--- config.mk ---
export PLATFORM = sky130hd
export DESIGN_NAME = xgmii_rx_deframer_flat
export DESIGN_NICKNAME = d
export VERILOG_FILES = /design/src/rtl/xgmii_pkg.sv /design/src/rtl/xgmii_rx_deframer_if.sv /design/src/rtl/xgmii_term_lane.sv /design/src/rtl/xgmii_rx_deframer.sv /design/src/flat_wrapper.sv
export SDC_FILE = /design/constraint.sdc
export NUM_CORES = 1
export LEC_CHECK = 0
export CAP_MARGIN = 0
export CORE_UTILIZATION = 40
export DETAILED_ROUTE_END_ITERATION = 8
export GPL_TIMING_DRIVEN = 0
export HOLD_SLACK_MARGIN = 0.02
export PLACE_DENSITY = 0.69
export RECOVER_POWER = 50
export SYNTH_ARGS = -nofsm -noshare
export SYNTH_HDL_FRONTEND = slang
export SYNTH_SLANG_ARGS = --single-unit
--- constraint.sdc ---
create_clock -name xgmii_rx_clk -period 9.5 [get_ports xgmii_rx_clk]
set_input_delay 1.9 -clock xgmii_rx_clk [delete_from_list [all_inputs] [get_ports xgmii_rx_clk]]
set_output_delay 1.9 -clock xgmii_rx_clk [all_outputs]
set_load 0.05 [all_outputs]
--- src/rtl/xgmii_pkg.sv ---
// Shared XGMII character codes, receive deframer state encoding and Ethernet CRC-32 helpers.
package xgmii_pkg;

   localparam logic [7:0] XGMII_START = 8'hFB;
   localparam logic [7:0] XGMII_TERM  = 8'hFD;
   localparam logic [7:0] XGMII_ERROR = 8'hFE;
   localparam logic [7:0] XGMII_IDLE  = 8'h07;
   localparam logic [7:0] PREAMBLE    = 8'h55;
   localparam logic [7:0] SFD         = 8'hD5;

   localparam logic [63:0] START_WORD = {SFD, {6{PREAMBLE}}, XGMII_START};

   localparam logic [31:0] CRC_POLY    = 32'hEDB88320;
   localparam logic [31:0] CRC_INIT    = 32'hFFFFFFFF;
   localparam logic [31:0] CRC_RESIDUE = 32'hDEBB20E3;

   typedef enum logic [1:0] {
      StIdle,
      StData,
      StTail,
      StDrop
   } rx_state_e;

   // Contiguous byte-valid mask covering lanes below k.
   function automatic logic [7:0] lane_mask(input logic [2:0] k);
      return (8'h01 << k) - 8'h01;
   endfunction

   // Reflected CRC-32, one bit at a time, skipping bytes whose keep bit is clear.
   function automatic logic [31:0] crc32_update(input logic [31:0] crc,
                                                input logic [63:0] data,
                                                input logic [7:0]  keep);
      logic [31:0] c;
      c = crc;
      for (int b = 0; b < 8; b++) begin
         if (keep[b]) begin
            for (int i = 0; i < 8; i++) begin
               c = (c >> 1) ^ ((c[0] ^ data[8*b+i]) ? CRC_POLY : 32'h0);
            end
         end
      end
      return c;
   endfunction

endpackage

--- src/rtl/xgmii_rx_deframer_if.sv ---
// Valid-qualified framed receive stream; master drives, slave consumes. No backpressure.
interface xgmii_rx_deframer_if;

   logic [63:0] rx_data;
   logic [7:0]  rx_keep;
   logic        rx_valid;
   logic        rx_sop;
   logic        rx_eop;
   logic        rx_err;

   modport master (
      output rx_data,
      output rx_keep,
      output rx_valid,
      output rx_sop,
      output rx_eop,
      output rx_err
   );

   modport slave (
      input rx_data,
      input rx_keep,
      input rx_valid,
      input rx_sop,
      input rx_eop,
      input rx_err
   );

endinterface

--- src/rtl/xgmii_term_lane.sv ---
// Combinational Terminate locator: lowest lane carrying a control 0xFD, and whether the
// control mask is well formed around it (all lanes from k upward control, all below data).
module xgmii_term_lane
   import xgmii_pkg::*;
(
   input  logic [63:0] xgmii_d,
   input  logic [7:0]  xgmii_c,
   output logic        term_found,
   output logic [2:0]  term_lane,
   output logic        term_ok
);

   // Descending scan so the lowest matching lane is the one that sticks.
   always_comb begin
      term_found = 1'b0;
      term_lane  = 3'd0;
      for (int i = 7; i >= 0; i--) begin
         if (xgmii_c[i] && (xgmii_d[8*i +: 8] == XGMII_TERM)) begin
            term_found = 1'b1;
            term_lane  = 3'(i);
         end
      end
   end

   assign term_ok = term_found && (xgmii_c == (8'hFF << term_lane));

endmodule

--- src/rtl/xgmii_rx_deframer.sv ---
// XGMII RX deframer: strips start/preamble/SFD and Terminate, emits a framed stream via a
// one-word hold register. Define XGMII_RX_CRC_CHECK_EN to check the Ethernet FCS at eop.
module xgmii_rx_deframer
   import xgmii_pkg::*;
#(
   parameter int unsigned MAX_WORDS = 190,
   parameter int unsigned CNT_W     = 32
) (
   input  logic                xgmii_rx_clk,
   input  logic                sys_rst,
   input  logic [63:0]         xgmii_rxd,
   input  logic [7:0]          xgmii_rxc,
   xgmii_rx_deframer_if.master rx,
   output logic [CNT_W-1:0]    frame_cnt,
   output logic [CNT_W-1:0]    err_cnt,
   output logic [CNT_W-1:0]    crc_err_cnt
);

   localparam int unsigned WordCntW = $clog2(MAX_WORDS + 1);

   rx_state_e            state_q;
   logic [63:0]          s_data_q;
   logic [7:0]           s_keep_q;
   logic                 s_sop_q;
   logic                 s_full_q;
   logic                 sop_pend_q;
   logic [WordCntW-1:0]  word_cnt_q;

   logic [63:0]          out_data_q;
   logic [7:0]           out_keep_q;
   logic                 out_valid_q;
   logic                 out_sop_q;
   logic                 out_eop_q;
   logic                 out_err_q;

   logic [CNT_W-1:0]     frame_cnt_q;
   logic [CNT_W-1:0]     err_cnt_q;

   logic                 is_data;
   logic                 is_start;
   logic                 start_ok;
   logic                 is_idle;
   logic                 term_found;
   logic [2:0]           term_lane;
   logic                 term_ok;
   logic                 eop_bad;

   xgmii_term_lane u_term_lane (
      .xgmii_d    (xgmii_rxd),
      .xgmii_c    (xgmii_rxc),
      .term_found (term_found),
      .term_lane  (term_lane),
      .term_ok    (term_ok)
   );

   assign is_data  = (xgmii_rxc == 8'h00);
   assign is_start = xgmii_rxc[0] && (xgmii_rxd[7:0] == XGMII_START);
   assign start_ok = (xgmii_rxc == 8'h01) && (xgmii_rxd == START_WORD);
   assign is_idle  = (xgmii_rxc == 8'hFF) && (xgmii_rxd[7:0] == XGMII_IDLE);

`ifdef XGMII_RX_CRC_CHECK_EN
   logic [31:0]      crc_q;
   logic [31:0]      crc_load;
   logic [7:0]       load_keep;
   logic [CNT_W-1:0] crc_err_cnt_q;

   // crc_q always covers every byte up to and including the word held in S.
   assign load_keep   = is_data ? 8'hFF : lane_mask(term_lane);
   assign crc_load    = crc32_update(sop_pend_q ? CRC_INIT : crc_q, xgmii_rxd, load_keep);
   assign eop_bad     = (crc_q != CRC_RESIDUE);
   assign crc_err_cnt = crc_err_cnt_q;
`else
   assign eop_bad     = 1'b0;
   assign crc_err_cnt = '0;
`endif

   always_ff @(posedge xgmii_rx_clk or posedge sys_rst) begin
      if (sys_rst) begin
         state_q     <= StIdle;
         s_data_q    <= '0;
         s_keep_q    <= '0;
         s_sop_q     <= 1'b0;
         s_full_q    <= 1'b0;
         sop_pend_q  <= 1'b0;
         word_cnt_q  <= '0;
         out_data_q  <= '0;
         out_keep_q  <= '0;
         out_valid_q <= 1'b0;
         out_sop_q   <= 1'b0;
         out_eop_q   <= 1'b0;
         out_err_q   <= 1'b0;
         frame_cnt_q <= '0;
         err_cnt_q   <= '0;
`ifdef XGMII_RX_CRC_CHECK_EN
         crc_q         <= CRC_INIT;
         crc_err_cnt_q <= '0;
`endif
      end else begin
         out_valid_q <= 1'b0;
         out_sop_q   <= 1'b0;
         out_eop_q   <= 1'b0;
         out_err_q   <= 1'b0;

         unique case (state_q)
            StIdle: begin
               if (start_ok) begin
                  state_q    <= StData;
                  sop_pend_q <= 1'b1;
                  word_cnt_q <= '0;
               end else if (is_start) begin
                  err_cnt_q <= err_cnt_q + CNT_W'(1);
               end
            end

            StData: begin
               if (is_data) begin
                  if (word_cnt_q == WordCntW'(MAX_WORDS)) begin
                     // Overlong frame: close what is held as a bad frame, drop the rest.
                     if (s_full_q) begin
                        out_valid_q <= 1'b1;
                        out_data_q  <= s_data_q;
                        out_keep_q  <= s_keep_q;
                        out_sop_q   <= s_sop_q;
                        out_eop_q   <= 1'b1;
                        out_err_q   <= 1'b1;
                     end
                     s_full_q  <= 1'b0;
                     err_cnt_q <= err_cnt_q + CNT_W'(1);
                     state_q   <= StDrop;
                  end else begin
                     if (s_full_q) begin
                        out_valid_q <= 1'b1;
                        out_data_q  <= s_data_q;
                        out_keep_q  <= s_keep_q;
                        out_sop_q   <= s_sop_q;
                     end
                     s_data_q   <= xgmii_rxd;
                     s_keep_q   <= 8'hFF;
                     s_sop_q    <= sop_pend_q;
                     s_full_q   <= 1'b1;
                     sop_pend_q <= 1'b0;
                     word_cnt_q <= word_cnt_q + WordCntW'(1);
`ifdef XGMII_RX_CRC_CHECK_EN
                     crc_q <= crc_load;
`endif
                  end
               end else if (term_ok) begin
                  if (term_lane == 3'd0) begin
                     if (s_full_q) begin
                        out_valid_q <= 1'b1;
                        out_data_q  <= s_data_q;
                        out_keep_q  <= 8'hFF;
                        out_sop_q   <= s_sop_q;
                        out_eop_q   <= 1'b1;
                        out_err_q   <= eop_bad;
                        if (eop_bad) begin
`ifdef XGMII_RX_CRC_CHECK_EN
                           crc_err_cnt_q <= crc_err_cnt_q + CNT_W'(1);
`endif
                        end else begin
                           frame_cnt_q <= frame_cnt_q + CNT_W'(1);
                        end
                     end else begin
                        err_cnt_q <= err_cnt_q + CNT_W'(1);
                     end
                     s_full_q <= 1'b0;
                     state_q  <= StIdle;
                  end else begin
                     if (s_full_q) begin
                        out_valid_q <= 1'b1;
                        out_data_q  <= s_data_q;
                        out_keep_q  <= s_keep_q;
                        out_sop_q   <= s_sop_q;
                     end
                     s_data_q   <= xgmii_rxd;
                     s_keep_q   <= lane_mask(term_lane);
                     s_sop_q    <= sop_pend_q;
                     s_full_q   <= 1'b1;
                     sop_pend_q <= 1'b0;
                     state_q    <= StTail;
`ifdef XGMII_RX_CRC_CHECK_EN
                     crc_q <= crc_load;
`endif
                  end
               end else begin
                  // Error character, malformed control or an unexpected start.
                  if (s_full_q) begin
                     out_valid_q <= 1'b1;
                     out_data_q  <= s_data_q;
                     out_keep_q  <= s_keep_q;
                     out_sop_q   <= s_sop_q;
                     out_eop_q   <= 1'b1;
                     out_err_q   <= 1'b1;
                  end
                  s_full_q  <= 1'b0;
                  err_cnt_q <= err_cnt_q + CNT_W'(1);
                  if (start_ok) begin
                     state_q    <= StData;
                     sop_pend_q <= 1'b1;
                     word_cnt_q <= '0;
                  end else begin
                     state_q <= StDrop;
                  end
               end
            end

            StTail: begin
               out_valid_q <= 1'b1;
               out_data_q  <= s_data_q;
               out_keep_q  <= s_keep_q;
               out_sop_q   <= s_sop_q;
               out_eop_q   <= 1'b1;
               out_err_q   <= eop_bad;
               s_full_q    <= 1'b0;
               if (eop_bad) begin
`ifdef XGMII_RX_CRC_CHECK_EN
                  crc_err_cnt_q <= crc_err_cnt_q + CNT_W'(1);
`endif
               end else begin
                  frame_cnt_q <= frame_cnt_q + CNT_W'(1);
               end
               // A minimum-IFG start can arrive in this same cycle.
               if (start_ok) begin
                  state_q    <= StData;
                  sop_pend_q <= 1'b1;
                  word_cnt_q <= '0;
               end else begin
                  state_q <= StIdle;
                  if (is_start) begin
                     err_cnt_q <= err_cnt_q + CNT_W'(1);
                  end
               end
            end

            StDrop: begin
               if (start_ok) begin
                  state_q    <= StData;
                  sop_pend_q <= 1'b1;
                  word_cnt_q <= '0;
               end else if (term_found || is_idle) begin
                  state_q <= StIdle;
               end
            end

            default: state_q <= StIdle;
         endcase
      end
   end

   assign rx.rx_data  = out_data_q;
   assign rx.rx_keep  = out_keep_q;
   assign rx.rx_valid = out_valid_q;
   assign rx.rx_sop   = out_sop_q;
   assign rx.rx_eop   = out_eop_q;
   assign rx.rx_err   = out_err_q;

   assign frame_cnt = frame_cnt_q;
   assign err_cnt   = err_cnt_q;

endmodule

--- src/flat_wrapper.sv ---
// flat-port wrapper written by rule: the top's interface ports become plain ports
module xgmii_rx_deframer_flat import xgmii_pkg::*;
#(
   parameter int unsigned MAX_WORDS = 190,
   parameter int unsigned CNT_W     = 32
)
  (xgmii_rx_clk, sys_rst, xgmii_rxd, xgmii_rxc, frame_cnt, err_cnt, crc_err_cnt, rx_rx_data, rx_rx_keep, rx_rx_valid, rx_rx_sop, rx_rx_eop, rx_rx_err);
  xgmii_rx_deframer_if rx_i ();
  input  logic xgmii_rx_clk;
  input  logic sys_rst;
  input  logic [63:0] xgmii_rxd;
  input  logic [7:0] xgmii_rxc;
  output logic [CNT_W-1:0] frame_cnt;
  output logic [CNT_W-1:0] err_cnt;
  output logic [CNT_W-1:0] crc_err_cnt;
  output wire logic [$bits(rx_i.rx_data)-1:0] rx_rx_data;
  output wire logic [$bits(rx_i.rx_keep)-1:0] rx_rx_keep;
  output wire logic [$bits(rx_i.rx_valid)-1:0] rx_rx_valid;
  output wire logic [$bits(rx_i.rx_sop)-1:0] rx_rx_sop;
  output wire logic [$bits(rx_i.rx_eop)-1:0] rx_rx_eop;
  output wire logic [$bits(rx_i.rx_err)-1:0] rx_rx_err;
  assign rx_rx_data = rx_i.rx_data;
  assign rx_rx_keep = rx_i.rx_keep;
  assign rx_rx_valid = rx_i.rx_valid;
  assign rx_rx_sop = rx_i.rx_sop;
  assign rx_rx_eop = rx_i.rx_eop;
  assign rx_rx_err = rx_i.rx_err;
  xgmii_rx_deframer #(.MAX_WORDS(MAX_WORDS), .CNT_W(CNT_W)) u_core (.xgmii_rx_clk(xgmii_rx_clk), .sys_rst(sys_rst), .xgmii_rxd(xgmii_rxd), .xgmii_rxc(xgmii_rxc), .rx(rx_i), .frame_cnt(frame_cnt), .err_cnt(err_cnt), .crc_err_cnt(crc_err_cnt));
endmodule
==> reports/results.tsv, run 1 <==
stage	metric	value	unit
cts	cts.path.max_buffers	3	
placement	postPlaceCellArea	13200	um2
floorplan	fp.dieH	164	um
routing	wl_met3	1.35	mm
hold_path	min_to	u_core.frame_cnt[31]	
placement	dp_slack	3.40	ns
routing	drcViolationCount	0	
logic_synthesis	yosysWarnings	0	
critical_path	arrival	6.02	ns
global_routing	overflow	0	
logic_synthesis	syn_area_per_cell	12.0	um2
power	ir_drop	185	uV
critical_path	rr_startpoint	u_core.word_cnt_q[3]	
timing	worst_pin_slew	3.37	ns
routing	met1_length	11.5	mm
routing	vias_per_cell	5.18	
logic_synthesis	netlist_instances	876	
layout	syn_to_final_growth	33.8	%
placement	port_buffers	213	
floorplan	io_pins	246	
logic_synthesis	ys_types	69	
layout	stdcell_area	14100	um2
timing	fin_setup_tns	0	ns
floorplan	core	25500	um2
placement	place_hpwl	18.7	mm
routing	drt_wl_total	25.9	mm
outcome	outcome	finished, violations left	
floorplan	initial_core_util	0.413	
routing	antenna_left	0	
layout	fin_cells	1494	
timing	hold_violations	0	
critical_path	crit_type	input port to flop	
critical_path	cp.required	9.92	ns
critical_path	critPathLaunchType	input port	
routing	drt_iter0_drc	358	
placement	dp.cells	1452	
critical_path	crit_fanout	10	
floorplan	rows	58	
routing	top_layer	met4	
floorplan	die_area	26900	um2
timing	fin_worst_skew	0.0137	ns
floorplan	die_width	164	um
layout	seq_area	5630	um2
timing	relSlewSlack	-1.26	
power	total_power	3.61	mW
critical_path	worst_setup_path_end_kind	flop	
routing	wl_met2	12.3	mm
layout	multi_input_area	4530	um2
logic_synthesis	synth_flop_cell	dfrtp_1	
cts	clkLatencyLatePin	0.53	ns
logic_synthesis	synth-seq-cells	225	
critical_path	regToRegSetupSlack	6.05	ns
cts	numCtsBuffers	25	
outcome	violations	capacitance limit, slew limit	
placement	finalWeightedCongestion	0.833	
logic_synthesis	ys_seq_area_frac	0.536	
layout	mostFrequentLayoutCells	dfrtp_1 (225), clkdlybuf4s50_1 (204), mux2_2 (127)	
cts	clk_pin_slew	0.06	ns
timing	max_freq	179	MHz
timing	finalCriticalPeriod	5.60	ns
cts	cts.hold.buffers_added	0	
global_routing	antenna_found_initial	0	
cts	root_buffer	clkbuf_16	
timing	fin_ws	3.90	ns
cts	cts_tree	yes	
timing	post-route-period-util	0.590	
critical_path	reg2reg_to	u_core.err_cnt[7]	
layout	nFillCells	2236	
routing	vias	7746	
timing	rsz0062_at_grt	no	
power	power_density	257	nW/um2
layout	layout_commonest_cell	dfrtp_1	
layout	drive_gt1_frac	0.208	
layout	antenna_cells	0	
global_routing	grtUsageTotal	0.196	
cts	post_cts_buffers	0	
hold_path	hp-class	flop to flop	
run	cap_violations	1	
critical_path	reg2reg_depth	10	
routing	drtPass1Iterations	4	
cts	cts_sinks	225	
timing	finalMaxSlewViolations	74	
layout	final_nets	1233	
global_routing	grt_pass1_wl	41.7	mm
logic_synthesis	synth_edf_count	0	
global_routing	grt_pass1_vias	7716	
hold_path	hp-start	u_core.frame_cnt[31]	
global_routing	grt_max_degree	82	
logic_synthesis	synthArstFlopShare	1.00	
hold_path	min_path_cells	1	
cts	cts_resized	0	
cts	h-tree-depth	1	
power	power.leakage	6.49	nW
timing	setup_viol	0	
routing	route.detailed.wl_per_inst	17.3	um
logic_synthesis	synth_area	10500	um2
stage by stage:
step	util	hold slack (ns)
4_1_cts	0.552	0.469
2_1_floorplan	-	0.440
5_1_grt	0.552	0.500
3_3_place_gp	0.517	0.458
6_report	0.552	0.469
3_5_place_dp	0.520	0.457
cell usage after synthesis (all sizes together) (7+ instances only):
cell type	number	share of area
xor2	31	0.026
nor4	17	0.015
dfrtp	225	0.54
a31oi	7	0.0042
inv	16	0.0057
nor2	32	0.011
o221a	9	0.0096
xnor2	33	0.028
and3	22	0.013
buf	46	0.031
ha	10	0.012
nand2	48	0.017
a21oi	9	0.0043
o21ai	17	0.0081
mux2i	9	0.0086
nand4	18	0.011
and4	17	0.014
clkbuf	21	0.0075
nor3	40	0.021
mux2	130	0.14
nand3	48	0.023
and2	11	0.0070
sequential cells by signal (all words and copies together), names as in the netlist:
name	flops
u_core.rx.rx_valid	1
u_core.s_keep_q	8
u_core.rx.rx_sop	1
u_core.s_full_q	1
u_core.s_data_q	64
u_core.rx.rx_err	1
u_core.word_cnt_q	8
u_core.rx.rx_eop	1
u_core.rx.rx_keep	8
u_core.sop_pend_q	1
u_core.err_cnt	32
u_core.frame_cnt	32
u_core.state_q	2
u_core.rx.rx_data	64
u_core.s_sop_q	1
metal layers:
metal	vias up	track usage
li1	3665	-
met1	3819	0.267
met2	213	0.318
met3	49	0.0354
met4	0	0.0577
met5	-	0
report_power, final:
group	leakage (nW)	switching [mW]	internal, mW
clock network	0.417	0.382	0.606
logic	3.06	0.881	0.515
registers	3.00	0.110	1.12
worst max path at each step:
stage | from | endpoint | depth (start not counted)
after floorplan | sys_rst | u_core.err_cnt[0] | 1
after global placement | sys_rst | u_core.rx.rx_data[12] | 2
after detailed placement | xgmii_rxd[31] | u_core.frame_cnt[6] | 12
after CTS | xgmii_rxd[31] | u_core.frame_cnt[6] | 12
after global routing | xgmii_rxd[31] | u_core.frame_cnt[6] | 12
final | xgmii_rxd[31] | u_core.frame_cnt[6] | 12
area by class of cell:
| type | count | area share |
|---|---|---|
| flip-flops and latches | 225 | 0.400 |
| multi-input cells | 599 | 0.322 |
| repair buffers | 215 | 0.156 |
| clock buffers | 34 | 0.0512 |
| well taps | 330 | 0.0294 |
| plain buffers | 67 | 0.0291 |
| clock inverters | 8 | 0.00845 |
| inverters | 16 | 0.00436 |
logic make-up after synthesis:
logic type	synth area share
xor+xnor	0.0533
other cells	0.000357
simple gates	0.160
fa+ha+maj	0.0119
flops	0.536
buf+inv	0.0446
compound gates	0.0461
mux	0.148
worst max-delay path: stages:
cell and delay [ns]:
clkdlybuf4s50_1 0.48, and4_1 0.24, and3_2 0.26, nor4_4 0.45, mux2i_1 0.31, or4b_1 0.48, a31o_1 0.25, buf_6 0.14
o32ai_1 0.83, buf_2 0.37, nand3_1 0.13, xnor2_1 0.16
Note: power is estimated with default switching activity, not from simulation.
==> run 2, diff against run 1 <==
--- a/config.mk
+++ b/config.mk
@@ -10,7 +10,7 @@
 export DETAILED_ROUTE_END_ITERATION = 8
 export GPL_TIMING_DRIVEN = 0
 export HOLD_SLACK_MARGIN = 0.02
-export PLACE_DENSITY = 0.69
+export PLACE_DENSITY = 0.72
 export RECOVER_POWER = 50
 export SYNTH_ARGS = -nofsm -noshare
 export SYNTH_HDL_FRONTEND = slang
==> constraint.sdc (replaced) <==
create_clock -name xgmii_rx_clk -period 5 [get_ports xgmii_rx_clk]
set_input_delay 1 -clock xgmii_rx_clk [delete_from_list [all_inputs] [get_ports xgmii_rx_clk]]
set_output_delay 1 -clock xgmii_rx_clk [all_outputs]
set_load 0.05 [all_outputs]
==> reports/results.tsv, run 2 (synthesis results as in run 1) <==
stage	metric	value	unit	change
routing	drtPass1Iterations	5		+1
critical_path	crit_type	input port to flop		
routing	route.detailed.wl_per_inst	17.4	um	+0.45%
power	ir_drop	313	uV	+69%
hold_path	hp-start	u_core.frame_cnt[31]		
critical_path	critPathLaunchType	input port		
critical_path	worst-path-stages	12		unchanged
outcome	violations	capacitance limit, slew limit		
cts	cts_sinks	225		unchanged
layout	drive_gt1_frac	0.206		-0.00157
cts	cts.hold.buffers_added	0		unchanged
routing	drcViolationCount	0		unchanged
timing	hold_violations	0		unchanged
critical_path	crit_buf_inv	3		unchanged
cts	numCtsBuffers	25		unchanged
global_routing	grt_pass1_vias	7652		-0.83%
timing	post-route-period-util	0.933		
timing	finalCriticalPeriod	4.66	ns	
outcome	outcome	finished, violations left		
critical_path	critPathSlowestCell	o32ai_1		
timing	max_freq	214	MHz	
cts	cts.path.max_buffers	3		unchanged
cts	h-tree-depth	1		unchanged
timing	setup_viol	0		unchanged
floorplan	core	25500	um2	unchanged
routing	drt_iter0_drc	392		+9.5%
timing	fin_ws	0.336	ns	-3.56 ns
placement	dp_slack	-0.215	ns	-3.61 ns
layout	syn_to_final_growth	33.6	%	
placement	place_hpwl	19.4	mm	+3.6%
timing	holdWs	0.471	ns	+0.00211 ns
power	power_density	478	nW/um2	+86%
placement	finalWeightedCongestion	0.819		-1.7%
hold_path	hp-class	flop to flop		
floorplan	fp.dieH	164	um	unchanged
global_routing	overflow	0		unchanged
layout	layout_commonest_cell	dfrtp_1		
global_routing	grt_max_degree	42		-49%
critical_path	arrival	5.06	ns	-0.96 ns
critical_path	cpPeakStageDelay	0.82	ns	about the same
floorplan	die_width	164	um	unchanged
critical_path	path_cells	clkdlybuf4s50_1, and4_1, and3_1, nor4_4, mux2i_1, or4b_1, a31o_1, buf_6, o32ai_1, buf_2, nand3_1, xnor2_1		
hold_path	min_path_cells	1		unchanged
critical_path	crit_fanout	10		unchanged
timing	finalMaxSlewViolations	75		+1.4%
cts	post_cts_buffers	0		unchanged
layout	antenna_cells	0		unchanged
critical_path	cp.required	5.39	ns	-4.53 ns
cts	clkLatencyLatePin	0.52	ns	about the same
critical_path	regToRegSetupSlack	1.54	ns	-4.51 ns
run	cap_violations	2		+1
power	power.leakage	6.65	nW	+2.5%
timing	worst_pin_slew	1.99	ns	-1.38 ns
placement	port_buffers	213		unchanged
cts	cts_tree	yes		
critical_path	reg2reg_to	u_core.err_cnt[21]		
floorplan	io_pins	246		unchanged
routing	antenna_left	0		unchanged
cts	root_buffer	clkbuf_16		
floorplan	initial_core_util	0.413		unchanged
critical_path	crit_family	simple AND/OR/NAND/NOR gates		
critical_path	worst_setup_path_end_kind	flop		
global_routing	grt_pass1_wl	42.0	mm	+0.78%
timing	fin_worst_skew	0.0114	ns	-0.00231 ns
critical_path	rr_startpoint	u_core.word_cnt_q[3]		
floorplan	die_area	26900	um2	unchanged
cts	clk_pin_slew	0.06	ns	about the same
cts	cts_resized	0		unchanged
critical_path	reg2reg_depth	10		unchanged
routing	drt_wl_total	26.1	mm	+0.72%
layout	final_nets	1237		+0.32%
routing	vias_per_cell	5.15		-0.58%
floorplan	rows	58		unchanged
routing	vias	7722		-0.31%
hold_path	min_to	u_core.frame_cnt[31]		
global_routing	antenna_found_initial	0		unchanged
global_routing	grtUsageTotal	0.197		+0.00153
timing	relSlewSlack	-0.327		+0.932
timing	rsz0062_at_grt	no		
layout	mostFrequentLayoutCells	dfrtp_1 (225), clkdlybuf4s50_1 (144), mux2_2 (127)		
## run 2: cell type report
cell class / instances / area (um2)
fillers: 2238 / 11400
repair buffers: 219 / 2200
clock inverters: 7 / 87.6
flip-flops and latches: 225 / 5630
well taps: 330 / 413
multi-input cells: 599 / 4530
inverters: 16 / 61.3
plain buffers: 67 / 409
clock buffers: 35 / 703
## run 2: routing by layer
layer | vias to the layer above | routed length, um | share of wire | track usage
met5 | - | 0 | 0 | 0
met4 | 0 | 939 | 0.036 | 0.0686
met3 | 63 | 1420 | 0.054 | 0.0364
met2 | 235 | 12200 | 0.47 | 0.315
met1 | 3770 | 11500 | 0.44 | 0.269
li1 | 3654 | - | - | -
## run 2: power breakdown
| part | switching, mW | internal, mW | total (mW) |
|---|---|---|---|
| registers | 0.203 | 2.12 | 2.32 |
| clock network | 0.712 | 1.07 | 1.79 |
| logic | 1.66 | 0.936 | 2.60 |
## run 2: how the worst max path moves through the flow
stage                                 endpoint           from
after floorplan            u_core.s_data_q[33]  xgmii_rxd[31]
final                     u_core.frame_cnt[30]   xgmii_rxc[1]
after global routing       u_core.frame_cnt[8]        sys_rst
after CTS                  u_core.frame_cnt[8]  xgmii_rxd[30]
after detailed placement   u_core.frame_cnt[8]  xgmii_rxd[31]
after global placement     u_core.frame_cnt[0]        sys_rst
## run 2: stage by stage
stage	power [mW]	instance area, um2	util	setup TNS (ns)	cells
finish	6.71	14000	0.551	0	1498
global route	7.05	14000	0.551	0	1498
CTS	6.86	14100	0.553	0	1498
detailed placement	5.03	13300	0.522	-1.75	1456
global placement	4.98	13200	0.517	-155.28	1450
floorplan	4.15	10600	-	0	907
==> run 3, diff against run 2 <==
--- a/config.mk
+++ b/config.mk
@@ -5,11 +5,11 @@
 export SDC_FILE = /design/constraint.sdc
 export NUM_CORES = 1
 export LEC_CHECK = 0
+export ABC_CLOCK_PERIOD_IN_PS = 5000
 export CAP_MARGIN = 0
 export CORE_UTILIZATION = 40
 export DETAILED_ROUTE_END_ITERATION = 8
 export GPL_TIMING_DRIVEN = 0
-export HOLD_SLACK_MARGIN = 0.02
 export PLACE_DENSITY = 0.72
 export RECOVER_POWER = 50
 export SYNTH_ARGS = -nofsm -noshare
==> results of run 3 <==
Final layout, timing and power as in run 2 (identical DEF).
